<file path="src/rtl/nco_test_source.sv">
// Phase-accumulator square-wave source with glitch-free word switching at wrap,
// plus a free-running gate that counts clock_out rising edges per window.
module nco_test_source #(
    parameter int ACC_WIDTH = 32,
    parameter int GATE_LOG2 = 27
) (
    input  logic                 clock,
    input  logic                 resetb,
    input  logic                 enable,
    input  logic [ACC_WIDTH-1:0] tuning_word,
    input  logic                 load,
    output logic                 load_ack,
    output logic                 clock_out,
    output logic                 gate,
    output logic [31:0]          edge_count,
    output logic                 result_valid,
    output logic [15:0]          gate_number
);

    typedef enum logic [1:0] {IDLE, RUN, PENDING} state_t;

    localparam logic [GATE_LOG2:0] GATE_ONE = {{GATE_LOG2{1'b0}}, 1'b1};

    state_t               state, state_nxt;
    logic [ACC_WIDTH-1:0] acc, acc_nxt;
    logic [ACC_WIDTH-1:0] active_word, active_nxt;
    logic [ACC_WIDTH-1:0] pending_word, pending_nxt;
    logic [ACC_WIDTH:0]   sum;
    logic                 wrap;
    logic                 ack_nxt;
    logic                 run_ok;

    logic [GATE_LOG2:0]   gate_cnt;
    logic                 gate_d;
    logic                 clock_out_d;
    logic [31:0]          edge_acc;
    logic                 rise;
    logic                 gate_fell;

    // Reset is asserted asynchronously but released on a clock edge; logic
    // starts updating on the second rising edge after resetb goes high.
    always_ff @(posedge clock or negedge resetb) begin
        if (!resetb) run_ok <= 1'b0;
        else         run_ok <= 1'b1;
    end

    assign sum  = {1'b0, acc} + {1'b0, active_word};
    assign wrap = sum[ACC_WIDTH];

    always_comb begin
        state_nxt   = state;
        acc_nxt     = acc;
        active_nxt  = active_word;
        pending_nxt = pending_word;
        ack_nxt     = 1'b0;
        case (state)
            IDLE: begin
                acc_nxt = '0;
                if (load) begin
                    active_nxt = tuning_word;
                    ack_nxt    = 1'b1;
                end
                if (enable) state_nxt = RUN;
            end
            RUN: begin
                acc_nxt = sum[ACC_WIDTH-1:0];
                if (load) begin
                    pending_nxt = tuning_word;
                    state_nxt   = PENDING;
                end
            end
            PENDING: begin
                acc_nxt = sum[ACC_WIDTH-1:0];
                // A load landing on the wrap itself is the newest word, so it wins.
                if (wrap) begin
                    active_nxt = load ? tuning_word : pending_word;
                    ack_nxt    = 1'b1;
                    state_nxt  = RUN;
                end else if (load) begin
                    pending_nxt = tuning_word;
                end
            end
            default: state_nxt = IDLE;
        endcase
        if (!enable && state != IDLE) begin
            state_nxt   = IDLE;
            acc_nxt     = '0;
            active_nxt  = active_word;
            pending_nxt = '0;
            ack_nxt     = 1'b0;
        end
    end

    always_ff @(posedge clock or negedge resetb) begin
        if (!resetb) begin
            state        <= IDLE;
            acc          <= '0;
            active_word  <= '0;
            pending_word <= '0;
            load_ack     <= 1'b0;
            clock_out    <= 1'b0;
        end else if (run_ok) begin
            state        <= state_nxt;
            acc          <= acc_nxt;
            active_word  <= active_nxt;
            pending_word <= pending_nxt;
            load_ack     <= ack_nxt;
            clock_out    <= acc_nxt[ACC_WIDTH-1];
        end
    end

    assign gate      = gate_cnt[GATE_LOG2];
    assign rise      = clock_out & ~clock_out_d;
    assign gate_fell = gate_d & ~gate;

    // Edges are only counted while gate is high, so a rise in the first
    // low cycle is ignored.
    always_ff @(posedge clock or negedge resetb) begin
        if (!resetb) begin
            gate_cnt     <= '0;
            gate_d       <= 1'b0;
            clock_out_d  <= 1'b0;
            edge_acc     <= '0;
            edge_count   <= '0;
            result_valid <= 1'b0;
            gate_number  <= '0;
        end else if (run_ok) begin
            gate_cnt     <= gate_cnt + GATE_ONE;
            gate_d       <= gate;
            clock_out_d  <= clock_out;
            result_valid <= gate_fell;
            if (gate_fell) begin
                edge_count  <= edge_acc;
                gate_number <= gate_number + 16'd1;
                edge_acc    <= '0;
            end else if (gate && rise && edge_acc != 32'hFFFF_FFFF) begin
                edge_acc <= edge_acc + 32'd1;
            end
        end
    end

endmodule

</file>
<file path="config.mk">
export PLATFORM = sky130hd
export DESIGN_NAME = nco_test_source
export DESIGN_NICKNAME = d
export VERILOG_FILES = /design/src/rtl/nco_test_source.sv
export SDC_FILE = /design/constraint.sdc
export NUM_CORES = 1
export LEC_CHECK = 0
export CORE_ASPECT_RATIO = 1.2
export CORE_UTILIZATION = 50
export DETAILED_ROUTE_END_ITERATION = 16
export GPL_TIMING_DRIVEN = 0
export PLACE_DENSITY = 0.67
export SLEW_MARGIN = 20
export SYNTH_ARGS = -nofsm -noshare
export SYNTH_HDL_FRONTEND = slang
export SYNTH_SLANG_ARGS = --single-unit
</file>
<file path="constraint.sdc">
create_clock -name clock -period 3.2 [get_ports clock]
set_clock_uncertainty 0.05 [all_clocks]
set_input_delay 0.48 -clock clock [delete_from_list [all_inputs] [get_ports clock]]
set_output_delay 0.48 -clock clock [all_outputs]
set_load 0.02 [all_outputs]
</file>
==> run metrics, run 1 <==
commonest cells after routing, fill and taps aside dfrtp_1 (211), nand2_1 (169), clkdlybuf4s50_1 (86), nor2_1 (60), o21ai_0 (58); die footprint 0.0219 mm²; CTS tree built; Ys Warns 0; clk slew on worst S/H paths 0.06 ns; setup violators final 0; Slew HR 54.5%; post-route cell area 0.0129 mm²; average vias per placed instance 5.50; Multi-input gate area 0.00524 mm²; Clk Latency, worst-skew pair 0.51 ns; leakage 5.92 nW; Core Rows 58; Placement Cell Area 0.0119 mm²; RSZ-0062 raised after global routing true; Pwr Total 9.75 mW; Post-Route Setup TNS 0 ns; Sequential Area 0.00528 mm²; Slew Viols, Final 0; Pre-Repair DR Iteration Count 5; grt ovf 0; Die W 135 µm; fraction of layout cells with a size suffix above 1 11.8%; worst setup path class flop to flop; Antenna diodes 0; Post-DRT Antenna Nets 0; arrival time worst endpoint 3.47 ns; largest net degree at the start of global routing 89; clock tree buffer depth 3; DR WL/cell 15.8 µm; total CTS buffers 22; Syn Inst Count 1013; most common cell after layout, fill and taps aside dfrtp_1; EDFF count, synth 0; Synth cell types 61; Max-Cap Viols 0; Core ar. 0.0210 mm²; Startpoint Class flop; Post-Route WL 22300 µm; area grow syn2layout 20.5%; WP data required 3.54 ns; Crit Path Max Fanout 10; first-pass GRT wire length 38200 µm; PortBufs 87; placed cell count 1372; share of async-settable or async-resettable flops after synthesis 100%; crit path time final 3.14 ns; post-route insts no fill 1415; worst-margin pin slew 0.676 ns; antenna violations before repair 1; Die H 162 µm; DP HPWL 16000 µm; post-synthesis sequential area ratio 49.5%; number of synthesized register bits 211; critical path endpoint category flop; Final period util 98.0%; Peak VDD IR 0.507 mV; gpl congestion 0.903; top_reg_cell synth dfrtp_1; worst hold slack 0.405 ns; Starting Density 50.9%; CTS HTree Levels 1; mapped cell area 0.0107 mm²; num ports 88; Avg Cell Area, Syn 10.5 µm²; Pwr Density 758 mW/mm²; fmax 0.319 GHz; final-stage net count 1206; vias in the first global route 7892; Vias 7787; TritonCTS Sinks 211; outcome complete, no violations; Post-Syn Nets 1088; residual DRC count 0; drt initial violations 270; HP Class input port to asynchronous set/reset pin; final hold vios 0; CTS root buf clkbuf_16; Total GRT Usage 21.4%; Layout fillers 1761
==> path summary, 6_finish.rpt <==
kind / startpoint / to / depth (start not counted) / slack (ns)
setup / recovery: acc[0] / active_word[26] / 12 / 0.06
hold / removal: resetb / edge_count[8] / 2 / 0.41
setup reg to reg: acc[0] / active_word[26] / 12 / 0.06
hold reg to reg: gate_cnt[20] / gate_cnt[20] / 1 / 0.41
max in group asynchronous: resetb / pending_word[26] / 3 / 1.93
min in group clock: gate_cnt[20] / gate_cnt[20] / 1 / 0.41
==> kinds of logic after synthesis <==
kind of cell,Yosys count,synth area share (%)
fa+ha+maj,39,4.64
simple gates,345,14.6
mux,66,8.02
buf+inv,57,2.46
flops,211,49.5
other cells,1,0.0351
xor+xnor,97,7.96
compound gates,197,12.8
==> report_power, final <==
| part | switching [mW] | internal (mW) | leakage, nW |
|---|---|---|---|
| registers | 0.381 | 3.21 | 2.81 |
| clock network | 1.03 | 1.58 | 0.364 |
| logic | 1.82 | 1.73 | 2.74 |
==> critical path, cell delays in order, from the launching register on <==
cell and delay (ns):
dfrtp_1 0.38, ha_1 0.24, fa_2 0.36, a21o_1 0.21, a221oi_4 0.28, and3_4 0.24
o31a_4 0.16, o21ai_4 0.07, a21bo_4 0.26, o2bb2ai_4 0.15, buf_12 0.15, buf_8 0.15
mux2_4 0.30
==> per-layer routing <==
layer / track usage, % / vias to the layer above / wire, µm
li1: - / 3792 / -
met4: 6.89 / 2 / 559
met2: 37.7 / 132 / 11300
met5: 0 / - / 14
met3: 3.43 / 42 / 758
met1: 26.6 / 3819 / 9720
==> Yosys cell counts, types with 3 or more instances <==
cell type  count  share of area [%]
or3_1          6               0.35
buf_2          3               0.14
and2_1         5               0.29
mux2_4        30                4.2
dfrtp_1      211                 49
xnor2_1       52                4.3
mux2_2        36                3.8
and3_1        22                1.3
and4_1         8               0.66
a32o_1         4               0.38
clkbuf_1      30                1.1
a21oi_1       35                1.6
a21o_1        13               0.91
buf_4          3               0.21
a21boi_0       3               0.21
xor2_1        45                3.7
buf_8          3               0.42
nand3_1       35                1.6
nand2_1      169                5.9
nor2_1        60                2.1
nand2b_1       3               0.18
o21ai_0       58                2.7
o211ai_1       7               0.49
a211oi_1       6               0.42
ha_1          38                4.5
o2111ai_1      3               0.25
inv_1         16               0.56
nor3_1        12               0.56
o21a_1         8               0.56
a22o_1        36                3.0
nand4_1       11               0.64
nor4_1         3               0.18
nor3b_1        3               0.21
==> cell type report <==
type / instances / share of cell area [%]
tap: 270 / 2.63
buffer: 41 / 1.71
inverter: 16 / 0.467
clock inverter: 6 / 0.642
timing repair buffer: 94 / 7.65
multi-input combinational: 745 / 40.7
sequential: 211 / 41.1
clock buffer: 32 / 5.13
==> flip-flops by register name (all words and copies together) (netlist names) <==
signal and cells:
state 2, clock_out_d 1, gate_number 16, gate_cnt 28, edge_count 32, gate_d 1
acc 32, edge_acc 32, pending_word 32, active_word 32, run_ok 1, load_ack 1
result_valid 1
==> what timing repair did <==
action | in CTS | in global routing
resized for setup | 8 | 13
pin swaps | 3 | 3
setup endpoints to repair | 62 | 61
hold buffers | 1 | 0
setup buffers | 3 | 1
endpoints found under the hold margin | 41 | 0
==> through the flow <==
stage	util (%)	worst slack [ns]
after global routing	61.3	-0.0204
after CTS	60.9	0.00234
after detailed placement	56.9	-0.333
after global placement	56.7	-7.31
after floorplan	-	0.231
final	61.3	0.0644
Note: power is estimated with default switching activity, not from simulation.
==> run 2, diff against run 1 <==
- CORE_MARGIN: default -> 8
- CTS_BUF_LIST: default -> sky130_fd_sc_hd__clkbuf_8 sky130_fd_sc_hd__clkbuf_16
==> run 2 against run 1 <==
  * Non-clock buffer count is 4 higher
  * Global-route usage fell by 4.4 points
  * Hold slack worse by 0.041 ns
  * Critical endpoint is now active_word[8]
  * Sequential cell count did not move
  * Via count down 0.19%
  * Core utilization increased by 0.13 points
  * Clock-buffer cell count decreased by 5
  * Sequential power hardly changed
  * Largest cell class unchanged
  * Die area grew 20%
==> run metrics, run 2 (synthesized netlist as in run 1, its figures left out) <==
PortBufs 87; worst-margin pin slew 0.687 ns; first-pass GRT wire length 37600 µm; DP HPWL 16500 µm; Crit Path Max Fanout 10; DR top layer met5; Die W 149 µm; HP Class input port to asynchronous set/reset pin; CTS tree built; Peak VDD IR 0.490 mV; CTS HTree Levels 1; TritonCTS Sinks 211; M1 WL 9980 µm; outcome complete, no violations; Sw Pwr 3.20 mW; fmax 0.318 GHz; residual DRC count 0; leakage 5.96 nW; Slew Viols, Final 0; Clk pwr share 26.5%; Vias 7772; Slew HR 54.2%; Clk Latency, worst-skew pair 0.51 ns; final hold vios 0; worst hold slack 0.364 ns; clk slew on worst S/H paths 0.06 ns; Max-Cap Viols 0; CTS root buf clkbuf_16; Post-DRT Antenna Nets 0; met2 WL 11500 µm; DR WL/cell 15.9 µm; largest net degree at the start of global routing 95; WP data required 3.54 ns; critical path endpoint category flop; Power Internal 6.50 mW; commonest cells after routing, fill and taps aside dfrtp_1 (211), nand2_1 (169), clkdlybuf4s50_1 (86), nor2_1 (60), o21ai_0 (58); drt initial violations 320; die footprint 0.0263 mm²; arrival time worst endpoint 3.48 ns; final-stage net count 1210; Starting Density 50.9%; gpl congestion 0.903; grt ovf 0; Total GRT Usage 17.0%; post-layout util 61.4%; Core Rows 58; vias in the first global route 7876; crit path time final 3.14 ns; clock tree buffer depth 3; Startpoint Class flop; fin worst setup slack 0.0601 ns; setup violators final 0; Pwr Density 753 mW/mm²; Core ar. 0.0210 mm²; Die H 176 µm; area grow syn2layout 20.7%; metal3 WL 792 µm; Net Sw Frac 33.0%; worst setup path class flop to flop; FF-to-FF Start active_word[12]; Antenna diodes 0; Combinational Power Share 36.5%; placed cell count 1372; average vias per placed instance 5.47; num ports 88; Layout fillers 1749; Post-Route WL 22500 µm; CP startpoint active_word[12]; Final period util 98.1%; post-route insts no fill 1420; total CTS buffers 22; DP Worst Slack -0.344 ns; Sequential Power Share 37.0%; most common cell after layout, fill and taps aside dfrtp_1; Pre-Repair DR Iteration Count 5; fraction of layout cells with a size suffix above 1 12.1%; antenna violations before repair 1
## run 2: changes by cell type in the layout (fill, tap and decap cells not counted), moves of 2 or more
cell      before  now
clkbuf_1      34   30
clkbuf_4       2    0
inv_1         16   22
buf_4          7   13
## run 2: timing repair
action | 4_1_cts | 5_1_grt
hold endpoints to repair | 27 | 0
gates cloned | 0 | 1
buffers inserted | 3 | 4
setup endpoints to repair | 62 | 62
hold buffers | 1 | 0
pin swaps | 3 | 1
resized for setup | 10 | 12
## run 2: final cells by class
cell class	instances	area, µm²	area share (%)
timing repair buffer	98	1020	7.90
sequential	211	5280	41.0
clock inverter	12	105	0.816
inverter	16	60.1	0.466
buffer	41	225	1.75
clock buffer	27	631	4.89
multi-input combinational	745	5230	40.6
tap	270	338	2.62
## run 2: per-stage QoR
stage | cell area, µm² | TNS [ns] | power, mW
finish | 12900 | 0 | 9.70
CTS | 12800 | 0 | 9.66
detailed placement | 11900 | -13.87 | 6.96
global route | 12900 | -0.128 | 10.3
floorplan | 10700 | 0 | 6.16
global placement | 11900 | -1552.05 | 6.88
## run 2: routing by layer
metal	global-route usage (%)	vias to the layer above
li1	-	3796
met1	21.1	3838
met2	30.3	110
met3	2.74	26
met4	3.50	2
met5	0	-
## run 2: critical path: stages (launching register included)
cell	delay, ns
dfrtp_1	0.43
ha_4	0.33
nand2_2	0.07
or3_1	0.36
o21a_1	0.24
o31a_4	0.37
o21ai_4	0.20
a21bo_4	0.19
o2bb2ai_4	0.14
buf_4	0.18
buf_12	0.15
mux2_4	0.30
## run 2: power by group through the flow
stage	clock network, mW	logic, mW	registers (mW)
final	2.57	3.54	3.59
after CTS	2.65	3.45	3.57
after global placement	0	3.29	3.59
after global routing	2.75	3.92	3.66
after floorplan	0	2.66	3.50
after detailed placement	0	3.36	3.60
## run 2: worst paths after layout
path	to	slack, ns	cells past startpoint
worst max register to register	active_word[8]	0.06	11
min in group clock	gate_cnt[25]	0.41	1
worst min-delay path	edge_count[8]	0.36	2
worst min register to register	gate_cnt[25]	0.41	1
worst max-delay path	active_word[8]	0.06	11
max in group asynchronous	pending_word[22]	1.99	3
==> run 3, diff against run 2 <==
- CAP_MARGIN: default -> 20
==> results of run 3 <==
The final DEF is identical to that of run 2; final timing and power are the same.
